--- src/rtl/ps2_pkg.sv ---
// Shared types and constants for the PS/2 keyboard receiver and its HID translation.
package ps2_pkg;

    typedef enum logic [1:0] {
        ST_IDLE,
        ST_DATA,
        ST_PARITY,
        ST_STOP
    } ps2_state_e;

    localparam logic [7:0] PS2_EXT = 8'hE0;
    localparam logic [7:0] PS2_BRK = 8'hF0;

    localparam logic [7:0] HID_NONE  = 8'h00;
    localparam logic [7:0] HID_A     = 8'h04;
    localparam logic [7:0] HID_D     = 8'h07;
    localparam logic [7:0] HID_S     = 8'h16;
    localparam logic [7:0] HID_W     = 8'h1A;
    localparam logic [7:0] HID_ENTER = 8'h28;
    localparam logic [7:0] HID_SPACE = 8'h2C;
    localparam logic [7:0] HID_RIGHT = 8'h4F;
    localparam logic [7:0] HID_LEFT  = 8'h50;

endpackage

--- src/rtl/ps2_to_hid.sv ---
// Scan-code to HID usage LUT; index bit 8 is the E0 extended prefix.
module ps2_to_hid
    import ps2_pkg::*;
(
    input  logic [8:0] code_i,
    output logic [7:0] usage_o
);

    always_comb begin
        usage_o = HID_NONE;
        case (code_i)
            9'h01C:  usage_o = HID_A;
            9'h023:  usage_o = HID_D;
            9'h01D:  usage_o = HID_W;
            9'h01B:  usage_o = HID_S;
            9'h029:  usage_o = HID_SPACE;
            9'h05A:  usage_o = HID_ENTER;
            9'h16B:  usage_o = HID_LEFT;
            9'h174:  usage_o = HID_RIGHT;
            default: usage_o = HID_NONE;
        endcase
    end

endmodule

--- src/rtl/ps2_keycode_rx.sv ---
// PS/2 keyboard receiver: synchronise/filter the bus, frame scan bytes,
// and track up to two held keys as HID usage codes.
module ps2_keycode_rx
    import ps2_pkg::*;
#(
    parameter int CLK_HZ      = 50_000_000,
    parameter int FILTER_LEN  = 8,
    parameter int TIMEOUT_CYC = 5000
) (
    input  logic       Clk,
    input  logic       Reset_n,
    input  logic       ps2_clk,
    input  logic       ps2_data,
    output logic [7:0] keycode,
    output logic [7:0] keycode2,
    output logic [7:0] rx_byte,
    output logic       rx_valid,
    output logic       key_event,
    output logic       frame_err
);

    localparam int FW = $clog2(FILTER_LEN + 1);
    localparam int TW = $clog2(TIMEOUT_CYC + 1);

    if (CLK_HZ < 1_000_000 || FILTER_LEN < 2 || TIMEOUT_CYC < 2) begin : g_bad_cfg
        $error("ps2_keycode_rx: unsupported parameter set");
    end

    logic [1:0]    clk_sync_q, dat_sync_q;
    logic          filt_q;
    logic [FW-1:0] flt_cnt_q;
    logic          fall_edge;

    ps2_state_e    state_q;
    logic [2:0]    bit_cnt_q;
    logic [7:0]    shift_q, rx_byte_q;
    logic          par_q, rx_valid_q, frame_err_q;
    logic [TW-1:0] to_cnt_q;

    logic          ext_q, brk_q, key_event_q;
    logic [7:0]    key1_q, key2_q, key1_d, key2_d, usage;

    // Synchronisers idle high so reset looks like an idle bus.
    always_ff @(posedge Clk or negedge Reset_n) begin
        if (!Reset_n) begin
            clk_sync_q <= 2'b11;
            dat_sync_q <= 2'b11;
        end else begin
            clk_sync_q <= {clk_sync_q[0], ps2_clk};
            dat_sync_q <= {dat_sync_q[0], ps2_data};
        end
    end

    always_ff @(posedge Clk or negedge Reset_n) begin
        if (!Reset_n) begin
            filt_q    <= 1'b1;
            flt_cnt_q <= '0;
        end else if (clk_sync_q[1] == filt_q) begin
            flt_cnt_q <= '0;
        end else if (flt_cnt_q == FW'(FILTER_LEN - 1)) begin
            filt_q    <= clk_sync_q[1];
            flt_cnt_q <= '0;
        end else begin
            flt_cnt_q <= flt_cnt_q + 1'b1;
        end
    end

    assign fall_edge = filt_q && !clk_sync_q[1] && (flt_cnt_q == FW'(FILTER_LEN - 1));

    always_ff @(posedge Clk or negedge Reset_n) begin
        if (!Reset_n) begin
            state_q     <= ST_IDLE;
            bit_cnt_q   <= '0;
            shift_q     <= '0;
            par_q       <= 1'b0;
            rx_byte_q   <= '0;
            rx_valid_q  <= 1'b0;
            frame_err_q <= 1'b0;
            to_cnt_q    <= '0;
        end else begin
            rx_valid_q  <= 1'b0;
            frame_err_q <= 1'b0;
            if (state_q != ST_IDLE && !fall_edge && to_cnt_q == TW'(TIMEOUT_CYC - 1)) begin
                state_q     <= ST_IDLE;
                frame_err_q <= 1'b1;
                to_cnt_q    <= '0;
            end else begin
                to_cnt_q <= (fall_edge || state_q == ST_IDLE) ? '0 : to_cnt_q + 1'b1;
                if (fall_edge) begin
                    case (state_q)
                        ST_IDLE: if (!dat_sync_q[1]) begin
                            state_q   <= ST_DATA;
                            bit_cnt_q <= '0;
                        end
                        ST_DATA: begin
                            shift_q   <= {dat_sync_q[1], shift_q[7:1]};
                            bit_cnt_q <= bit_cnt_q + 1'b1;
                            if (bit_cnt_q == 3'd7) state_q <= ST_PARITY;
                        end
                        ST_PARITY: begin
                            par_q   <= dat_sync_q[1];
                            state_q <= ST_STOP;
                        end
                        ST_STOP: begin
                            if (dat_sync_q[1] && ^{shift_q, par_q}) begin
                                rx_byte_q  <= shift_q;
                                rx_valid_q <= 1'b1;
                            end else begin
                                frame_err_q <= 1'b1;
                            end
                            state_q <= ST_IDLE;
                        end
                        default: state_q <= ST_IDLE;
                    endcase
                end
            end
        end
    end

    ps2_to_hid u_lut (
        .code_i  ({ext_q, rx_byte_q}),
        .usage_o (usage)
    );

    // keycode2 is only ever non-zero while keycode is, so a break of slot 1 shifts slot 2 down.
    always_comb begin
        key1_d = key1_q;
        key2_d = key2_q;
        if (usage != HID_NONE) begin
            if (brk_q) begin
                if (usage == key2_q) begin
                    key2_d = HID_NONE;
                end else if (usage == key1_q) begin
                    key1_d = key2_q;
                    key2_d = HID_NONE;
                end
            end else if (usage != key1_q && usage != key2_q) begin
                if (key1_q == HID_NONE)      key1_d = usage;
                else if (key2_q == HID_NONE) key2_d = usage;
            end
        end
    end

    always_ff @(posedge Clk or negedge Reset_n) begin
        if (!Reset_n) begin
            ext_q       <= 1'b0;
            brk_q       <= 1'b0;
            key1_q      <= HID_NONE;
            key2_q      <= HID_NONE;
            key_event_q <= 1'b0;
        end else begin
            key_event_q <= 1'b0;
            if (frame_err_q) begin
                ext_q <= 1'b0;
                brk_q <= 1'b0;
            end else if (rx_valid_q) begin
                if (rx_byte_q == PS2_EXT) begin
                    ext_q <= 1'b1;
                end else if (rx_byte_q == PS2_BRK) begin
                    brk_q <= 1'b1;
                end else begin
                    ext_q       <= 1'b0;
                    brk_q       <= 1'b0;
                    key1_q      <= key1_d;
                    key2_q      <= key2_d;
                    key_event_q <= (key1_d != key1_q) || (key2_d != key2_q);
                end
            end
        end
    end

    assign keycode   = key1_q;
    assign keycode2  = key2_q;
    assign rx_byte   = rx_byte_q;
    assign rx_valid  = rx_valid_q;
    assign key_event = key_event_q;
    assign frame_err = frame_err_q;

endmodule

--- config.mk ---
export PLATFORM = sky130hd
export DESIGN_NAME = ps2_keycode_rx
export DESIGN_NICKNAME = d
export VERILOG_FILES = /design/src/rtl/ps2_pkg.sv /design/src/rtl/ps2_to_hid.sv /design/src/rtl/ps2_keycode_rx.sv
export SDC_FILE = /design/constraint.sdc
export NUM_CORES = 1
export LEC_CHECK = 0
export BUFFER_PORTS_ARGS = -buffer_cell sky130_fd_sc_hd__buf_2
export CAP_MARGIN = 25
export CORE_UTILIZATION = 35
export CTS_CLUSTER_SIZE = 30
export DETAILED_ROUTE_END_ITERATION = 8
export GPL_TIMING_DRIVEN = 0
export PLACE_DENSITY = 0.49
export SETUP_SLACK_MARGIN = 0.05
export SLEW_MARGIN = 20
export SYNTH_ARGS = -nofsm -noshare
export SYNTH_HDL_FRONTEND = slang
export SYNTH_SLANG_ARGS = --single-unit
--- constraint.sdc ---
create_clock -name Clk -period 8.59 [get_ports Clk]
set_clock_uncertainty 0.05 [all_clocks]
set_input_delay 0.4295 -clock Clk [delete_from_list [all_inputs] [get_ports Clk]]
set_output_delay 0.4295 -clock Clk [all_outputs]
set_load 0.03 [all_outputs]
**Word level (Yosys, flattened, before mapping)**

Index checks and enable logic that the tools add are counted.

- Mux-type cells: 45
- Add/sub/neg operators: 3
- Reduce and logical (&&, ||, !) cells: 28
- Bitwise gates (word level): 5
- Equal/unequal tests: 28

Operators with widths:

| cell | number |
|---|---|
| 8-bit two-way mux | 13 |
| 7-bit one-hot mux with 8 select lines | 1 |
| 8-bit != test | 4 |
| 9-bit by 5-bit == test with 1-bit output (second input constant) | 3 |
| 13-bit two-way mux | 2 |
| 1-bit two-way mux | 20 |
| 9-bit by 6-bit == test with 1-bit output (second input constant) | 2 |
| 9-bit == test (second input constant) | 2 |
| 8-bit == test | 2 |
| 8-bit == test (second input constant) | 2 |
| 8-bit zero test | 2 |
| 13-bit by 1-bit adder with 13-bit output (second input constant) | 1 |
| 13-bit == test (second input constant) | 1 |
| 4-bit AND reduction | 3 |
| 9-bit by 7-bit == test with 1-bit output (second input constant) | 1 |
| 3-bit != test (second input constant) | 3 |
| 3-bit AND reduction | 3 |
| 9-bit parity | 1 |
| 2-bit two-way mux | 4 |
| 4-bit two-way mux | 2 |
| 2-bit one-hot mux with 4 select lines | 1 |
| 2-bit nonzero test | 4 |
| 8-bit nonzero test | 1 |
| 1-bit logical AND | 6 |
| 15 further kinds | 25 |

- Bits of input ports: 4
- Logic and storage cells: 126
- Output and inout port bits: 27
- Register bits after elaboration: 65

**Depth between registers and ports, before layout**

Gate-level depths: netlist of run 1.

- Depth in word-level cells: 13
- Depth in mapped cells: 12
- Depth with buffers taken out: 9

**By module**

A second synthesis of run 1 with hierarchy kept.

- Cell total of the unflattened synthesis: 375
- Area, all modules: 3,724.8 um2

Modules (own cells, without submodules):

| module | cells an instance | sequential area each (um2) | instances | area each (um2) |
|---|---|---|---|---|
| ps2_keycode_rx | 340 | 1,632.8 | 1 | 3,485.8 |
| ps2_to_hid | 35 | 0.0 | 1 | 239.0 |

**Least setup slack after synthesis of run 1**

No wires, ideal clock.

- Kind: reg2reg
- From: register rx_byte_q[7], in the netlist rx_byte[7]
- To: register key_event_q, in the netlist key_event
- Required time: 8.411 ns
- Data arrival time: 3.034 ns
- Slack: 5.376 ns
- Buffers on the path: 1
- Period minus slack after synthesis: 3.214 ns
- Setup time: 0.129 ns
- Stages on the path, launching flop included: 11
- Cell sequence: dfrtp_1 > or3_1 > buf_6 > or3_1 > a21oi_4 > xor2_1 > a2111oi_2 > nand2_1 > a31oi_1 > o221ai_1 > o41a_1

- Word-level cells in the longest chain between the ends: 13
- Elaborated cells on any way between the ends: 37
- Those cells by class: 16 x eq/ne; 18 x mux; 3 x reduce/logical

Ends and longest elaborated chain:

| what | RTL line | RTL |
|---|---|---|
| start, declared | ps2_keycode_rx.sv:36 | `logic [7:0] shift_q, rx_byte_q;` |
| start signal, assigned | ps2_keycode_rx.sv:106 | `rx_byte_q <= shift_q;` |
| 9-bit == test, or another cell as far along | ps2_to_hid.sv:11 | `case (code_i)` |
| 7-bit one-hot mux with 8 select lines | ps2_to_hid.sv:11 |  |
| 8-bit == test, or another cell as far along | ps2_keycode_rx.sv:133 | `end else if (usage == key1_q) begin` |
| 8-bit two-way mux, or another cell as far along | ps2_keycode_rx.sv:133 |  |
| 8-bit two-way mux (on tied branches) | ps2_keycode_rx.sv:131, ps2_keycode_rx.sv:137 |  |
| 8-bit two-way mux | ps2_keycode_rx.sv:130 | `if (brk_q) begin` |
| 8-bit two-way mux | ps2_keycode_rx.sv:129 | `if (usage != HID_NONE) begin` |
| 8-bit != test | ps2_keycode_rx.sv:166 | `key_event_q <= (key1_d != key1_q) \|\| (key2_d != key2_q);` |
| 1-bit logical OR | ps2_keycode_rx.sv:166 |  |
| 1-bit two-way mux | ps2_keycode_rx.sv:159 | `end else if (rx_byte_q == PS2_BRK) begin` |
| 1-bit two-way mux * | ps2_keycode_rx.sv:157 | `if (rx_byte_q == PS2_EXT) begin` |
| 1-bit two-way mux * | ps2_keycode_rx.sv:156 | `end else if (rx_valid_q) begin` |
| 1-bit two-way mux * | ps2_keycode_rx.sv:153 | `if (frame_err_q) begin` |
| end signal, assigned | ps2_keycode_rx.sv:166 |  |
| end, declared | ps2_keycode_rx.sv:40 | `logic ext_q, brk_q, key_event_q;` |

Every way passes the cells marked *; elsewhere a longest branch is shown, timed or not.
A chain may end at the register's enable or synchronous reset.

**Final worst setup path of run 1**

Ends and elaborated chain as after synthesis.

==> impl_summary.md, run 1 <==
Setup path
The minimum setup slack among reg-to-reg paths is 4.90 ns. The slowest stage of the critical path is the a2111oi_1 cell. The endpoint type of the worst setup path is a register. The launch point of the worst path is rx_byte[7]$_DFFE_PN0P_. STA puts the critical path data arrival time at 3.87 ns. The required time reported for the critical path endpoint is 8.77 ns. The critical path goes through or3_1 > buf_6 > a2111oi_1 > nor3_1 > xnor2_1 > a2111oi_2 > nand2_1 > a31oi_1 > o221ai_1 > o41a_1. STA classifies the critical path startpoint as a register.

Along the worst path, the maximum fanout reaches 10. The classification of the worst setup path is reg2reg. In this design, the stage delay of the slowest critical-path cell is 0.68 ns. Grouping stages by cell kind, the critical path spends the most delay in compound AO/OA/AOI/OAI gates.

The combined buffer and inverter count along the critical path is 1. The startpoint of the lowest-slack register-to-register path is rx_byte[7]$_DFFE_PN0P_.

STA
The pin slew with the least headroom to its limit is 0.8063 ns. The total of endpoints with negative setup slack in the final report is 0. The peak clock frequency supported by timing is 271.3 MHz.

The number of pins exceeding their max-slew limit in the final report is 0. Counting I/O delays and the setup requirement, the final critical path takes 3.686 ns. In the final timing run, aggregate negative setup slack is 0 ns. The headroom to the max-slew limit is 45.84%. Setup repair after global routing left no endpoint under its margin. The hold violation count in the final report is 0.

The final critical path takes up 42.91% of the cycle.

Synth
In the post-synthesis netlist, the biggest area contributors are dfrtp_1, nand2_1, xnor2_1, dfstp_2, mux2_2. The number of distinct library cell variants in the gate-level netlist after synthesis is 62. In the synthesized netlist, the cells that appear most often are dfrtp_1, nand2_1, nor2_1.

Of all cell types, the one taking the most synthesized area is dfrtp_1. Dividing the synthesized area by the synthesized cell count gives 9.337 um^2. For this run, the number of Yosys warnings is 0. In the synthesized netlist the dominant register cell turns out to be dfrtp_1. The register bit count reported by yosys is 65. The count of flip-flops with a built-in enable after synthesis is 0. The cell count after synthesis came out at 402. Among all cell types in the netlist, the one instantiated most often is dfrtp_1. Summed over its instances, the top area cell type makes up 40.00% of the synthesized netlist area. Of the synthesized area, sequential elements account for 43.50%. The post-synthesis net count is 415. For this run, asynchronously set or reset flops after synthesis account for 100.0%. The synthesized cell area is 3754 um^2.

Global route
The aggregate global-route resource usage is 18.57%. The total global routing overflow is 0. The global-route wire length before repair is 15.96 mm. The largest net degree at the start of global routing is 48. The number of antenna violations at the first check in global routing is 0. The via count of the first global-routing pass is 3132.

Place
The number of cells in the design after placement is 569. Detailed placement ended at an HPWL of 6.992 mm. Buffers placed on the I/O ports in this run total 30.

At the end of routability-driven placement, the weighted congestion stood at 0.8818.

Die
The horizontal extent of the die is 105.6 um. The number of placement rows is 37. 31 I/O pins were placed. The die area is 11140 um^2. The effective utilization at floorplan is 36.20%. The vertical extent of the die is 105.6 um.

The area of the placeable core is 10370 um^2.

Detailed routing
The first-pass iteration count of the detailed router is 4. The final route contains 3216 vias. The routed length per instance is 16.26 um. In this run the remaining antenna-violating nets after routing total 0.

The number of DRC markers in iteration 0 is 112. In the routed design, unresolved DRC markers number 0. The post-detailed-routing wire length is 9.531 mm. In the routed layout, each cell is associated on average with a via count of 5.488.

Final layout
The area growth from synthesis to layout is 15.13%. 0 antenna diodes ended up in the layout. At the end of the flow, the number of nets in the layout was 458. The finished layout holds 586 standard cells, fillers aside. In the final layout, the share of cells above drive strength 1 is 17.78%.

The layout has 1047 filler cells. The post-route core utilization is 41.67%.

Flow run
The number of maximum-capacitance constraint violations is 0.

Clock network
The largest buffer count on any clock path is 2. The number of clock buffers inserted by TritonCTS is 9. The total number of H-tree levels is 3. Clock-pin slew was measured on the worst setup and hold paths at 0.07 ns. The clock latency of the later-clocked register in the worst-skew pair is 0.36 ns. The number of gates resized after CTS was 0.

The tree built by TritonCTS fans out to 65 sinks. The TritonCTS clock tree is done. The buffer type at the clock tree root is clkbuf_8.

Min path
The beginning of the worst hold path is ps2_clk. The class of the most critical hold timing path is in2reg.

Run status
The run finished with clean final reports.

Power
In this run the power density over the cells is 142.2 nW/um^2. The worst-case IR drop observed on VDD is 0.07717 mV. In this run the static leakage power is 1.953 nW. The overall power consumption is 614.7 uW.
[flip-flops by register name (all words and copies together), names as in the netlist, 2 cells and up]
name        count
bit_cnt_q       3
clk_sync_q      2
dat_sync_q      2
flt_cnt_q       4
keycode         8
keycode2        8
rx_byte         8
shift_q         8
state_q         2
to_cnt_q       13
[final timing paths]
check / end / depth (start not counted)
worst max-delay path: key_event$_DFF_PN0_ / 10
worst min-delay path: clk_sync_q[0]$_DFF_PN1_ / 1
worst min register to register: clk_sync_q[1]$_DFF_PN1_ / 0
max in group asynchronous: clk_sync_q[0]$_DFF_PN1_ / 3
worst max register to register: key_event$_DFF_PN0_ / 10
min in group asynchronous: keycode[0]$_DFFE_PN0P_ / 2
[metrics by stage]
| stage | area [um^2] | setup WS [ns] | hold slack [ns] |
|---|---|---|---|
| floorplan | 3754 | 5.376 | 0.08391 |
| global placement | 4074 | 4.950 | 0.2969 |
| detailed placement | 4104 | 4.943 | 0.2863 |
| CTS | 4322 | 4.920 | 0.09969 |
| global route | 4322 | 4.637 | 0.1076 |
| finish | 4322 | 4.904 | 0.1259 |
[logic make-up (layout without fill, tap and decap cells)]
logic type                 count (synthesis)  count (layout)  share of synthesized area (%)
AOI/OAI and AO/OA                         79              79                          15.03
xor gates and xnor gates                  29              29                          6.767
adders and majority gates                  9               9                          3.000
buffers and inverters                     27              75                          3.166
DFF                                       65              65                          43.50
muxes                                     13              13                          3.833
and+or+nand+nor                          180             180                          24.70
[routing by layer]
metal	routed length (um)	up-vias	track usage [%]
met5	0	-	0
met4	206	0	9.028
met3	430	16	4.020
met2	4518	73	28.76
met1	4375	1579	24.62
li1	-	1548	-
[where the power goes]
part	switching (mW)	total [mW]	internal, mW
sequential	0.00449	0.318	0.314
combinational	0.0122	0.0210	0.00884
clock	0.118	0.275	0.158
[area by class of cell]
class | instances | area (um^2) | share of cell area (%)
timing repair buffer | 32 | 190.2 | 4.401
multi-input combinational | 310 | 2002 | 46.32
clock buffer | 14 | 172.7 | 3.995
buffer | 12 | 62.56 | 1.448
sequential | 65 | 1633 | 37.78
tap | 136 | 170.2 | 3.937
inverter | 15 | 56.30 | 1.303
clock inverter | 2 | 35.03 | 0.8107
[cell usage in the layout (no fill, tap or decap), types with 6 or more instances in the layout]
master | Yosys | routed
nand3_1 | 21 | 21
dfrtp_1 | 60 | 60
and3_1 | 7 | 7
nor4_1 | 8 | 8
o21ai_0 | 9 | 9
ha_1 | 9 | 9
or3_1 | 7 | 7
inv_1 | 15 | 15
a21oi_1 | 18 | 18
nand4b_1 | 6 | 6
clkbuf_8 | 0 | 12
buf_2 | 4 | 33
nand3b_1 | 6 | 6
nand2_1 | 51 | 51
clkbuf_1 | 4 | 6
nor3_1 | 21 | 21
nor2_1 | 26 | 26
xor2_1 | 11 | 11
xnor2_1 | 18 | 18
nor2b_1 | 6 | 6
mux2_2 | 11 | 11
[what timing repair did]
item,in CTS,in global routing
buffers inserted,0,0
hold buffers,1,0
hold endpoints to repair,18,0
Power figures use the tool's default switching activity.
==> inputs of run 2 (changes only) <==
--- a/config.mk
+++ b/config.mk
@@ -11,7 +11,7 @@
 export CTS_CLUSTER_SIZE = 30
 export DETAILED_ROUTE_END_ITERATION = 8
 export GPL_TIMING_DRIVEN = 0
-export PLACE_DENSITY = 0.49
+export PLACE_DENSITY = 0.51
 export SETUP_SLACK_MARGIN = 0.05
 export SLEW_MARGIN = 20
 export SYNTH_ARGS = -nofsm -noshare
==> constraint.sdc (replaced) <==
create_clock -name Clk -period 3 [get_ports Clk]
set_clock_uncertainty 0.05 [all_clocks]
set_input_delay 0.15 -clock Clk [delete_from_list [all_inputs] [get_ports Clk]]
set_output_delay 0.15 -clock Clk [all_outputs]
set_load 0.03 [all_outputs]
==> run 2 against run 1 <==
The run now ends with negative setup slack left; sequential power grew to 2.9 times the previous value; clock power rose to 3.2 times the previous value; worst hold slack better by 0.029 ns; highest routed layer unchanged; die area unchanged; largest power group unchanged; sequential share of layout area is 4.2 points lower; final area is 13% higher; non-clock buffer count is 27 higher.
==> impl_summary.md, run 2 (synthesis results as in run 1) <==
Run status
The flow ran to the end, but the final reports show violations. The final reports fail on negative setup slack.

Setup path
The data arrival time at the worst-slack endpoint is 3.29 ns (-0.58 ns). The critical path startpoint category is a register. The largest fanout of any net on the critical path is 7 (-3). The required time reported for the critical path endpoint is 3.17 ns (-5.60 ns). The classification of the worst setup path is reg2reg.

The endpoint type of the worst setup path is a register.

Final layout
The top cell types in the final layout, fill and taps aside, are dfrtp_1, nand2_1, buf_2. The share of final-layout standard cells stronger than drive strength 1 is 30.82% (+13 points). The register containing the most flip-flops in the final layout is to_cnt_q. The diode insertion count for antenna repair came to 0 (unchanged). The number of standard cells in the final layout excluding fillers came to 613 (+4.6%). The number of flip-flops in the largest register came to 13 (unchanged).

The number of nets in the layout was 485 (+5.9%). Leaving out fill and tap cells, the most frequent cell in the layout is dfrtp_1. The growth of design area from synthesis to finish is 29.83%.

Die
The die area came to 11140 um^2 (unchanged). The number of placement rows was 37 (unchanged). The vertical extent of the die is 105.6 um (unchanged).

The horizontal extent of the die came to 105.6 um (unchanged). The total I/O pin count is 31 (unchanged). The effective utilization at floorplan is 36.20% (unchanged). The area of the placeable core is 10370 um^2 (unchanged).

Clock network
The clock-pin slew of the registers on the worst-case setup and hold paths is 0.08 ns (about the same). The CTS sink count is 65 (unchanged). The total number of H-tree levels came to 3 (unchanged). The number of clock buffers inserted by TritonCTS is 9 (unchanged). The clock latency of the later-clocked register in the worst-skew pair is 0.35 ns (about the same). The largest buffer count on any clock path is 2 (unchanged). The buffer type at the clock tree root is clkbuf_8.

TritonCTS built the clock tree.

Detailed routing
The number of vias in the routed layout is 3367 (+4.7%). The first-pass iteration count of the detailed router came to 4 (unchanged). The post-detailed-routing wire length came to 9.832 mm (+3.2%). The post-detailed-route count of antenna-violating nets is 0 (unchanged). The routed length per instance came to 16.04 um (-1.4%). The DRC violation count after routing is 0 (unchanged). The number of DRC markers in iteration 0 is 173 (+54%). The average vias per placed instance is 5.493 (about the same).

STA
The final worst hold slack is 0.1552 ns (+0.02929 ns). The total of endpoints with negative setup slack in the final report was 5 (+5). The number of pins exceeding their max-slew limit in the final report is 0 (unchanged). The final critical-path required period was 3.113 ns (-0.5730 ns). The final total negative setup slack is -0.3457 ns (-0.3457 ns).

The pin slew with the least headroom to its limit was 0.9996 ns (+0.1934 ns). The peak clock frequency supported by timing is 321.2 MHz (+18%). The headroom to the max-slew limit is 32.84% (-13 points).

The share of the clock period used by the worst path after layout is 103.8% (+61 points). The minimum setup slack in the final design is -0.1129 ns (-5.017 ns). The hold violation count in the final report is 0 (unchanged).

Setup repair after global routing could not meet its margin everywhere.

Place
The quantity of I/O buffers inserted on ports is 30 (unchanged). The weighted congestion at the end of routability-driven global placement came to 0.8665 (-1.7%). The number of cells in the design after placement is 569 (unchanged). The post-DP HPWL is 6.760 mm (-3.3%).

Global route
The global-route wire length before repair is 16.06 mm (+0.61%). The total global routing overflow is 0 (unchanged). The via count of the first global-routing pass is 3314 (+5.8%).

The aggregate global-route resource usage came to 18.30% (-0.27 points). The number of antenna violations at the first check in global routing was 0 (unchanged). The largest net degree at the start of global routing is 51 (+6.3%).

Power
The static leakage power is 2.145 nW (+9.8%). The power per cell area is 380.8 nW/um^2 (+170%). The worst voltage drop across the vdd grid is 0.2662 mV (+240%).

Min path
The tightest min-delay check is of the in2async type.

Flow run
The number of maximum-capacitance constraint violations is 0 (unchanged).
[run 2: cell type report]
cell class,instances,area [um^2]
inverter,15,56.30
buffer,10,62.56
fill,976,5497
clock buffer,14,172.7
tap,136,170.2
sequential,65,1638
multi-input combinational,310,2303
clock inverter,2,60.06
timing repair buffer,61,410.4
[run 2: metrics by stage]
step | setup WS, ns | util, % | area, um^2 | power (mW)
floorplan | -0.03718 | - | 3804 | 0.9549
global placement | -0.3253 | 39.77 | 4124 | 0.9826
detailed placement | -0.3111 | 40.06 | 4154 | 0.9877
CTS | -0.1074 | 44.90 | 4656 | 1.883
global route | -0.2521 | 47.00 | 4873 | 1.923
finish | -0.1129 | 47.00 | 4873 | 1.856
[run 2: per-layer routing]
metal,global-route usage (%),vias up,share of wire (%)
met5,0,-,0
met4,9.921,0,3.3
met3,3.092,30,4.6
met2,29.98,104,49
met1,23.02,1637,43
li1,-,1596,-
[run 2: what timing repair did]
action,CTS,global route
buffers inserted,14,12
pin swaps,17,17
resized for setup,28,27
hold buffers,3,0
hold endpoints to repair,62,0
setup endpoints to repair,16,16
gates cloned,1,0
[run 2: critical path, cell delays in order, from the launching register on]
cell	delay, ns
dfrtp_2	0.45
or3_4	0.43
nor3_4	0.33
buf_4	0.17
a31oi_1	0.08
a21boi_1	0.22
o2111ai_2	0.22
or2_0	0.24
buf_4	0.17
o2111ai_1	0.09
a31oi_1	0.12
o41a_1	0.43
[run 2: power breakdown]
part	switching, mW	leakage [nW]	total [mW]	internal, mW
clock	0.346	0.117	0.884	0.538
sequential	0.0134	0.882	0.912	0.898
combinational	0.0336	1.15	0.0602	0.0265
total	0.393	2.14	1.86	1.46
[run 2: worst paths after layout]
check,startpoint,to,slack [ns],depth (start not counted)
setup / recovery,rx_byte[1]$_DFFE_PN0P_,key_event$_DFF_PN0_,-0.11,11
hold / removal,Reset_n,keycode[0]$_DFFE_PN0P_,0.16,2
setup reg to reg,rx_byte[1]$_DFFE_PN0P_,key_event$_DFF_PN0_,-0.11,11
hold reg to reg,clk_sync_q[0]$_DFF_PN1_,clk_sync_q[1]$_DFF_PN1_,0.31,0
max in group asynchronous,Reset_n,clk_sync_q[0]$_DFF_PN1_,2.15,3
min in group Clk,clk_sync_q[0]$_DFF_PN1_,clk_sync_q[1]$_DFF_PN1_,0.31,0
